===== src/rtl/branch_if.sv =====
// Control-unit <-> branch unit bundle: request/operand signals in, commit results out.
interface branch_if #(
  parameter int DATA_W = 32,
  parameter int DISP_W = 19
);
  logic              start;
  logic [2:0]        cond;
  logic              link;
  logic [DATA_W-1:0] ra_val;
  logic [DATA_W-1:0] pc_in;
  logic [DISP_W-1:0] disp;
  logic              busy;
  logic              con_ff;
  logic              done;
  logic              taken;
  logic              illegal;
  logic              pc_we;
  logic [DATA_W-1:0] pc_out;
  logic              link_we;
  logic [DATA_W-1:0] link_val;

  modport master (
    output start, cond, link, ra_val, pc_in, disp,
    input  busy, con_ff, done, taken, illegal, pc_we, pc_out, link_we, link_val
  );

  modport slave (
    input  start, cond, link, ra_val, pc_in, disp,
    output busy, con_ff, done, taken, illegal, pc_we, pc_out, link_we, link_val
  );
endinterface


===== src/rtl/branch_unit.sv =====
// Self-timed conditional branch: capture, evaluate CON_FF, form target, one-cycle commit.
module branch_unit #(
  parameter int DATA_W = 32,
  parameter int DISP_W = 19
) (
  input logic     clk,
  input logic     clr,
  branch_if.slave bus
);

  typedef enum logic [1:0] {
    ST_IDLE   = 2'd0,
    ST_EVAL   = 2'd1,
    ST_ADDR   = 2'd2,
    ST_COMMIT = 2'd3
  } state_t;

  state_t            state_r;
  state_t            next_state_s;

  logic [2:0]        cond_r;
  logic              link_r;
  logic [DATA_W-1:0] ra_r;
  logic [DATA_W-1:0] pc_r;
  logic [DISP_W-1:0] disp_r;
  logic              ill_flag_r;
  logic              con_ff_r;
  logic [DATA_W-1:0] pc_out_r;
  logic [DATA_W-1:0] link_val_r;

  logic              busy_r;
  logic              done_r;
  logic              taken_r;
  logic              illegal_r;
  logic              pc_we_r;
  logic              link_we_r;

  logic              cond_eval_s;
  logic              cond_ill_s;
  logic [DATA_W-1:0] target_s;
  logic              commit_next_s;

  // State register
  always_ff @(posedge clk or posedge clr) begin
    if (clr) begin
      state_r <= ST_IDLE;
    end else begin
      state_r <= next_state_s;
    end
  end

  // Next-state sequencing; start only matters in IDLE
  always_comb begin
    next_state_s = state_r;
    case (state_r)
      ST_IDLE: begin
        if (bus.start) begin
          next_state_s = ST_EVAL;
        end else begin
          next_state_s = ST_IDLE;
        end
      end
      ST_EVAL:   next_state_s = ST_ADDR;
      ST_ADDR:   next_state_s = ST_COMMIT;
      ST_COMMIT: next_state_s = ST_IDLE;
      default:   next_state_s = ST_IDLE;
    endcase
  end

  // Condition decode on captured operands; illegal codes evaluate as not taken
  always_comb begin
    cond_eval_s = 1'b0;
    cond_ill_s  = 1'b0;
    case (cond_r)
      3'd0:    cond_eval_s = (ra_r == {DATA_W{1'b0}});
      3'd1:    cond_eval_s = (ra_r != {DATA_W{1'b0}});
      3'd2:    cond_eval_s = ~ra_r[DATA_W-1];
      3'd3:    cond_eval_s = ra_r[DATA_W-1];
      3'd4:    cond_eval_s = 1'b1;
      3'd5:    cond_eval_s = 1'b0;
      default: cond_ill_s  = 1'b1;
    endcase
  end

  assign target_s      = pc_r + DATA_W'($signed(disp_r));
  assign commit_next_s = (next_state_s == ST_COMMIT);

  // Operand capture and per-state datapath updates
  always_ff @(posedge clk or posedge clr) begin
    if (clr) begin
      cond_r     <= 3'd0;
      link_r     <= 1'b0;
      ra_r       <= {DATA_W{1'b0}};
      pc_r       <= {DATA_W{1'b0}};
      disp_r     <= {DISP_W{1'b0}};
      ill_flag_r <= 1'b0;
      con_ff_r   <= 1'b0;
      pc_out_r   <= {DATA_W{1'b0}};
      link_val_r <= {DATA_W{1'b0}};
    end else begin
      case (state_r)
        ST_IDLE: begin
          if (bus.start) begin
            cond_r     <= bus.cond;
            link_r     <= bus.link;
            ra_r       <= bus.ra_val;
            pc_r       <= bus.pc_in;
            disp_r     <= bus.disp;
            link_val_r <= bus.pc_in;
          end
        end
        ST_EVAL: begin
          con_ff_r   <= cond_eval_s;
          ill_flag_r <= cond_ill_s;
        end
        ST_ADDR:   pc_out_r <= target_s;
        ST_COMMIT: ill_flag_r <= ill_flag_r;
        default:   ill_flag_r <= 1'b0;
      endcase
    end
  end

  // Registered status/commit strobes, decoded from the upcoming state
  always_ff @(posedge clk or posedge clr) begin
    if (clr) begin
      busy_r    <= 1'b0;
      done_r    <= 1'b0;
      taken_r   <= 1'b0;
      illegal_r <= 1'b0;
      pc_we_r   <= 1'b0;
      link_we_r <= 1'b0;
    end else begin
      busy_r    <= (next_state_s != ST_IDLE);
      done_r    <= commit_next_s;
      taken_r   <= commit_next_s & con_ff_r;
      illegal_r <= commit_next_s & ill_flag_r;
      pc_we_r   <= commit_next_s & con_ff_r;
      link_we_r <= commit_next_s & con_ff_r & link_r;
    end
  end

  assign bus.busy     = busy_r;
  assign bus.con_ff   = con_ff_r;
  assign bus.done     = done_r;
  assign bus.taken    = taken_r;
  assign bus.illegal  = illegal_r;
  assign bus.pc_we    = pc_we_r;
  assign bus.pc_out   = pc_out_r;
  assign bus.link_we  = link_we_r;
  assign bus.link_val = link_val_r;

endmodule


===== src/flat_wrapper.sv =====
// flat-port wrapper written by rule: the top's interface ports become plain ports
module branch_unit_flat 
#(
  parameter int DATA_W = 32,
  parameter int DISP_W = 19
)
  (clk, clr, bus_start, bus_cond, bus_link, bus_ra_val, bus_pc_in, bus_disp, bus_busy, bus_con_ff, bus_done, bus_taken, bus_illegal, bus_pc_we, bus_pc_out, bus_link_we, bus_link_val);
  branch_if #(.DATA_W(DATA_W), .DISP_W(DISP_W)) bus_i ();
  input logic clk;
  input logic clr;
  input wire logic [$bits(bus_i.start)-1:0] bus_start;
  input wire logic [$bits(bus_i.cond)-1:0] bus_cond;
  input wire logic [$bits(bus_i.link)-1:0] bus_link;
  input wire logic [$bits(bus_i.ra_val)-1:0] bus_ra_val;
  input wire logic [$bits(bus_i.pc_in)-1:0] bus_pc_in;
  input wire logic [$bits(bus_i.disp)-1:0] bus_disp;
  output wire logic [$bits(bus_i.busy)-1:0] bus_busy;
  output wire logic [$bits(bus_i.con_ff)-1:0] bus_con_ff;
  output wire logic [$bits(bus_i.done)-1:0] bus_done;
  output wire logic [$bits(bus_i.taken)-1:0] bus_taken;
  output wire logic [$bits(bus_i.illegal)-1:0] bus_illegal;
  output wire logic [$bits(bus_i.pc_we)-1:0] bus_pc_we;
  output wire logic [$bits(bus_i.pc_out)-1:0] bus_pc_out;
  output wire logic [$bits(bus_i.link_we)-1:0] bus_link_we;
  output wire logic [$bits(bus_i.link_val)-1:0] bus_link_val;
  assign bus_i.start = bus_start;
  assign bus_i.cond = bus_cond;
  assign bus_i.link = bus_link;
  assign bus_i.ra_val = bus_ra_val;
  assign bus_i.pc_in = bus_pc_in;
  assign bus_i.disp = bus_disp;
  assign bus_busy = bus_i.busy;
  assign bus_con_ff = bus_i.con_ff;
  assign bus_done = bus_i.done;
  assign bus_taken = bus_i.taken;
  assign bus_illegal = bus_i.illegal;
  assign bus_pc_we = bus_i.pc_we;
  assign bus_pc_out = bus_i.pc_out;
  assign bus_link_we = bus_i.link_we;
  assign bus_link_val = bus_i.link_val;
  branch_unit #(.DATA_W(DATA_W), .DISP_W(DISP_W)) u_core (.clk(clk), .clr(clr), .bus(bus_i));
endmodule

===== config.mk =====
export PLATFORM = sky130hd
export DESIGN_NAME = branch_unit_flat
export DESIGN_NICKNAME = d
export VERILOG_FILES = /design/src/rtl/branch_if.sv /design/src/rtl/branch_unit.sv /design/src/flat_wrapper.sv
export SDC_FILE = /design/constraint.sdc
export NUM_CORES = 1
export LEC_CHECK = 0
export ABC_AREA = 1
export CORE_MARGIN = 10
export CORE_UTILIZATION = 30
export CTS_CLUSTER_SIZE = 30
export DETAILED_ROUTE_END_ITERATION = 8
export PLACE_DENSITY = 0.59
export SLEW_MARGIN = 40
export SYNTH_ARGS = -nofsm -noshare
export SYNTH_HDL_FRONTEND = slang
export SYNTH_SLANG_ARGS = --single-unit

===== constraint.sdc =====
create_clock -name clk -period 5.4 [get_ports clk]
set_clock_uncertainty 0.05 [all_clocks]
set_input_delay 0.81 -clock clk [delete_from_list [all_inputs] [get_ports clk]]
set_output_delay 0.81 -clock clk [all_outputs]
set_load 0.03 [all_outputs]

==> results of run 1 <==
[synthesized netlist by cell type, drive strengths merged]
master    n
nand2   293
inv     139
dfrtp   128
nor2     74
mux2     73
nand3    49
a21oi    37
ha       35
o21ai    17
buf      14
xnor2    13
nand4     5
nor3      5
clkbuf    4
nand3b    4
o21bai    3
or2       2
a21o      1
and3      1
clkinv    1
fa        1
[layout make-up]
type	instances	area (sq um)	area share
multi-input combinational	613	3510	0.355
sequential	128	3200	0.324
timing repair buffer	164	1630	0.165
inverter	140	528	0.0534
clock buffer	18	439	0.0444
tap	324	405	0.0410
clock inverter	14	166	0.0168
antenna	2	5.00	0.000506
[cells in the final DEF, fill, tap and decap left out, types with 2 or more instances in the layout]
cell / Yosys / routed
o21bai_1: 3 / 3
a21oi_1: 36 / 36
buf_4: 2 / 4
inv_2: 3 / 3
nand3_1: 43 / 43
ha_1: 35 / 34
nor2_2: 2 / 2
nand3_2: 6 / 6
mux2_2: 73 / 73
diode_2: 0 / 2
nand4_1: 5 / 5
dfrtp_1: 128 / 128
inv_6: 0 / 8
nor2_1: 71 / 71
nor3_1: 4 / 4
o21ai_0: 12 / 12
xnor2_1: 13 / 13
clkdlybuf4s50_1: 0 / 160
clkinv_4: 0 / 2
inv_1: 136 / 135
bufinv_16: 0 / 2
clkbuf_16: 0 / 17
nand2_2: 10 / 10
nand3b_1: 4 / 4
o21ai_1: 5 / 5
nand2_1: 283 / 282
[per-layer routing]
layer | up-vias | GRT usage | part of all wire
li1 | 3153 | - | -
met1 | 2813 | 0.170 | 0.46
met2 | 128 | 0.213 | 0.47
met3 | 15 | 0.0393 | 0.057
met4 | 2 | 0.0403 | 0.012
met5 | - | 0 | 0.00065
[sequential cells by signal, indices dropped and copies added (netlist names), 2 cells and up]
signal / count
u_core.bus.pc_out: 32
u_core.pc_r: 32
u_core.ra_r: 32
u_core.disp_r: 19
u_core.cond_r: 3
u_core.state_r: 2
[how the worst max path moves through the flow]
| stage | cells past startpoint | to | slack, ns | from |
|---|---|---|---|---|
| after floorplan | 1 | u_core.bus.busy | 1.13 | clr |
| after global placement | 4 | u_core.pc_r[29] | 2.38 | bus_start |
| after detailed placement | 4 | u_core.pc_r[31] | 2.36 | bus_start |
| after CTS | 4 | u_core.pc_r[31] | 2.80 | bus_start |
| after global routing | 4 | u_core.pc_r[21] | 2.65 | bus_start |
| final | 4 | u_core.pc_r[31] | 2.80 | bus_start |
[worst max-delay path: cells and delay by family]
kind	cells	cell delay [ns]
buffers and inverters	2	1.08
AND/OR/NAND/NOR	1	0.50
multiplexers	1	0.40
[per-stage QoR]
stage | total power, mW | instances
final | 7.59 | 1403
after global placement | 6.37 | 1369
after global routing | 8.30 | 1401
after CTS | 7.66 | 1401
after detailed placement | 6.43 | 1369
after floorplan | 4.98 | 899
[report_power, final]
group          internal, mW  total [mW]  switching, mW
clock                 0.708        1.19          0.479
sequential             1.45        1.77          0.324
combinational          1.83        4.63           2.80
total                  3.99        7.59           3.60
[logic make-up after synthesis]
family,share of synthesized area
AND/OR/NAND/NOR,0.246
buffers and inverters,0.0840
multiplexers,0.112
flip-flops,0.438
AO/OA/AOI/OAI,0.0416
adder cells (fa/ha/maj),0.0626
XOR/XNOR,0.0156
==> out/qor.txt, run 1 <==
DRC Markers: 0
synthesized area: 7320 sq um
Post-Synthesis Cells: 899
Tcrit/Tclk final: 0.482
CORE AREA: 24,200 sq um
Post-CTS Setup Inserts: 0
Antenna Nets Post-Route: 0
area fraction of the dominant cell type after synthesis: 0.438
clock sink count: 128
I/O Buffers: 160
worst-case reg-to-reg path depth: 5
clk root buf: clkbuf_16
clock latency on the worst-skew pair: 0.43 ns
crit path launch type: input port
post-synthesis register bit count: 128
Initial Util: 0.303
CTS tree: done
layout cells sized above 1: 0.127
DR WL/cell: 14.2 um
number of CTS-inserted buffers: 17
Rows: 57
RSZ-0062 raised after global routing: no
# hold bufs at CTS: 0
placed cell area: 9280 sq um
Area growth, synth to finish: 35.1%
first-pass GRT wire length: 32,700 um
leakage: 4.92 nW
largest net degree at the start of global routing: 57
die height: 176 um
Worst IR Drop VDD: 290 uV
pwr/cell area: 768 nW/um^2
final slew viol count: 0
Tmin final: 2.60 ns
Setup TNS: 0 ns
register clock-pin slew on the reported worst setup and hold paths: 0.06 ns
WL final: 20,000 um
I/O pins: 161
Setup crit end kind: register
DR iter-0 viols: 341
via count: 6,111
setup violators final: 0
CTS H-tree depth: 4
CP Max Fanout: 56
run status: completed
number of distinct library cells after synthesis: 32
critical path's largest stage delay: 0.62 ns
WP data required: 5.66 ns
reg2reg setup slack: 2.96 ns
Final Hold Vio Count: 0
hold_sp: u_core.bus.pc_out[0]
pre-CTS WS: 2.36 ns
Post-layout nets: 1,190
DR pass1 iterations: 5
arrival time worst endpoint: 2.86 ns
placer congestion estimate: 0.895
Least-Margin Pin Slew: 0.669 ns
post_cts resized: 0
Synth area leader: dfrtp_1
post-synth net total: 1,025
fin worst setup slack: 2.80 ns
Synth area leaders: dfrtp_1 44%, nand2_1 15%, mux2_2 11%
Post-DP HPWL: 16,000 um
sequence of cells on the critical path: clkdlybuf4s50_1 -> nand2_4 -> buf_4 -> mux2_2
gr usage total: 0.133
Peak Freq: 385 MHz
WHS: 0.420 ns
Layout Utilization: 0.409
Crit Reg-Reg Endpoint: u_core.pc_r[31]
hold-critical path depth: 2
die width: 176 um
Rel. slew slack: 0.554
Avg Vias per Cell: 4.36
initial antenna violation count: 3
fill count: 2,384
WS Path Type: input port to register
Avg Cell Area, Syn: 8.14 sq um
Hold Crit Class: register to register
number of global-route vias before repair: 6,194
grt total ovfl: 0
fin area: 9890 sq um
Max Root-Sink Buffers: 2
die area: 31,000 sq um
slowest CP cell: buf_4
reg2reg start: u_core.state_r[0]
Hold EP: u_core.bus.pc_out[0]
sequential area share after synthesis: 0.438
max_cap viols: 0
synth warn: 0
Power figures use the tool's default switching activity.
==> run 2: changes to the inputs <==
--- a/config.mk
+++ b/config.mk
@@ -10,7 +10,7 @@
 export CORE_UTILIZATION = 30
 export CTS_CLUSTER_SIZE = 30
 export DETAILED_ROUTE_END_ITERATION = 8
-export PLACE_DENSITY = 0.59
+export PLACE_DENSITY = 0.61
 export SLEW_MARGIN = 40
 export SYNTH_ARGS = -nofsm -noshare
 export SYNTH_HDL_FRONTEND = slang
==> constraint.sdc (replaced) <==
create_clock -name clk -period 2.1 [get_ports clk]
set_clock_uncertainty 0.05 [all_clocks]
set_input_delay 0.315 -clock clk [delete_from_list [all_inputs] [get_ports clk]]
set_output_delay 0.315 -clock clk [all_outputs]
set_load 0.03 [all_outputs]
==> run 2 against run 1 <==
  * Clock-buffer cell count grew 1
  * Clock power grew to 2.5 times the previous value
  * Register-to-register slack lost 2.8 ns
  * Setup slack lost 2.7 ns
  * Combinational power grew to 2.8 times the previous value
  * Routed wire length grew 3.4%
  * Cell area grew 4.0%
  * Critical path depth grew 7
==> out/qor.txt, run 2 (same netlist as run 1, synthesis figures left out) <==
Post-DP HPWL: 16,200 um (+1.4%)
Final Hold Vio Count: 0 (unchanged)
pwr/cell area: 2000 nW/um^2 (+160%)
Peak Freq: 506 MHz
layout cells sized above 1: 0.168 (+0.0405)
Setup TNS: 0 ns (unchanged)
critical path depth: 11 (+7)
first-pass GRT wire length: 32,800 um (+0.21%)
WP buf/inv: 1 (-1)
# hold bufs at CTS: 0 (unchanged)
final slew viol count: 0 (unchanged)
Setup crit end kind: register
pre-CTS WS: 0.0421 ns (-2.32 ns)
Initial Util: 0.303 (unchanged)
DRC Markers: 0 (unchanged)
largest net degree at the start of global routing: 47 (-18%)
max_cap viols: 0 (unchanged)
Hold Crit Class: input port to asynchronous set/reset pin
reg2reg setup slack: 0.12 ns (-2.84 ns)
Least-Margin Pin Slew: 0.373 ns (-0.296 ns)
fin worst setup slack: 0.122 ns (-2.68 ns)
run status: completed
CP dominant cell by count: nand2_1
Antenna Nets Post-Route: 0 (unchanged)
sequence of cells on the critical path: ha_1 -> nand2_1 -> inv_1 -> nand2_1 -> nand2_1 -> nand2_1 -> nand2_1 -> a21oi_1 -> nand3_1 -> nand3_1 -> nand2_1
die width: 176 um (unchanged)
most common cell after layout, fill and taps aside: nand2_1
P_int: 10.9 mW (+170%)
register clock-pin slew on the reported worst setup and hold paths: 0.06 ns (about the same)
DR iter-0 viols: 271 (-21%)
WL final: 20,700 um (+3.4%)
DR WL/cell: 14.6 um (+2.3%)
Avg Vias per Cell: 4.38 (+0.62%)
Worst IR Drop VDD: 648 uV (+120%)
clk root buf: clkbuf_16
via count: 6,210 (+1.6%)
die area: 31,000 sq um (unchanged)
Pwr Total: 20.6 mW (+170%)
initial antenna violation count: 2 (-1)
CTS H-tree depth: 4 (unchanged)
WS Path Type: register to register
I/O pins: 161 (unchanged)
Comb pwr share: 0.631 (+0.021)
Sw Ratio: 0.469 (-0.00611)
setup violators final: 0 (unchanged)
DR pass1 iterations: 5 (unchanged)
I/O Buffers: 160 (unchanged)
CP Max Fanout: 5 (-91%)
clock share of power: 0.145 (-0.011)
highest metal used: met5
M1 WL: 9330 um (+1.9%)
arrival time worst endpoint: 2.23 ns (-0.63 ns)
met3 WL: 1060 um (-7.5%)
WP data required: 2.35 ns (-3.31 ns)
grt total ovfl: 0 (unchanged)
number of global-route vias before repair: 6,294 (+1.6%)
Rel. slew slack: 0.751 (+0.197)
worst-case reg-to-reg path depth: 11 (+6)
die height: 176 um (unchanged)
Rows: 57 (unchanged)
placer congestion estimate: 0.903 (+0.91%)
critical path's largest stage delay: 0.42 ns (-0.20 ns)
crit path launch type: register
WHS: 0.168 ns (-0.252 ns)
Tcrit/Tclk final: 0.942
Layout Utilization: 0.426 (+0.0166)
gr usage total: 0.134 (+0.000564)
Area growth, synth to finish: 40.6%
Post-layout nets: 1,204 (+1.2%)
clock sink count: 128 (unchanged)
Met2 Wirelength: 10,000 um (+6.3%)
slowest CP cell: dfrtp_1
CORE AREA: 24,200 sq um (unchanged)
clock latency on the worst-skew pair: 0.42 ns (about the same)
sequential cell fraction of total power: 0.224 (-0.010)
Tmin final: 1.98 ns
number of CTS-inserted buffers: 17 (unchanged)
Max Root-Sink Buffers: 2 (unchanged)
kind of cell adding the most delay to the critical path: simple AND/OR/NAND/NOR gates
CTS tree: done
most frequent cells in the layout: 278 x nand2_1, 160 x clkdlybuf4s50_1, 134 x inv_1, 128 x dfrtp_1, 73 x mux2_2
Psw: 9.64 mW (+170%)
leakage: 5.02 nW (+1.9%)
[run 2: worst reg2reg max path: cells and delay by family (launching register included)]
family	cells	cell delay [ns]
flops	1	0.42
fa+ha+maj	1	0.41
compound gates	1	0.23
buf+inv	1	0.06
simple gates	8	0.70
[run 2: power groups by stage]
stage                     Clock, mW  Combinational [mW]  Sequential (mW)
after floorplan                   0                7.12             5.68
after global placement            0                12.3             4.54
after detailed placement          0                12.4             4.59
after CTS                      3.07                12.4             4.56
after global routing           3.18                14.4             4.78
final                          2.99                13.0             4.61
[run 2: what timing repair did]
item | 4_1_cts | 5_1_grt
resized for setup | 0 | 43
setup buffers | 0 | 2
endpoints found under the setup margin | 0 | 16
[run 2: path summary, 6_finish.rpt]
kind                                            start                     to
worst min-delay path                              clr         u_core.pc_r[2]
worst min register to register  u_core.bus.pc_out[23]  u_core.bus.pc_out[23]
worst max register to register        u_core.pc_r[16]  u_core.bus.pc_out[29]
worst max-delay path                  u_core.pc_r[16]  u_core.bus.pc_out[29]
max in group asynchronous                         clr        u_core.pc_r[29]
min in group clk                       bus_ra_val[30]        u_core.ra_r[30]
[run 2: per-layer routing]
layer / track usage / vias up
met5: 0 / -
met4: 0.0406 / 2
met3: 0.0421 / 16
met2: 0.220 / 108
met1: 0.164 / 2899
li1: - / 3185
[run 2: through the flow]
step | area [sq um] | std cells
floorplan | 7320 | 899
finish | 10300 | 1417
global placement | 9470 | 1381
global route | 10300 | 1415
detailed placement | 9470 | 1381
CTS | 10100 | 1413
[run 2: final cells by class]
cell class / instances / area, sq um
Fill cell: 2387 / 13900
Multi-Input combinational cell: 613 / 3710
Sequential cell: 128 / 3200
Timing Repair Buffer: 178 / 1840
Inverter: 140 / 529
Clock buffer: 19 / 443
Tap cell: 324 / 405
Clock inverter: 13 / 151
Antenna cell: 2 / 5.00
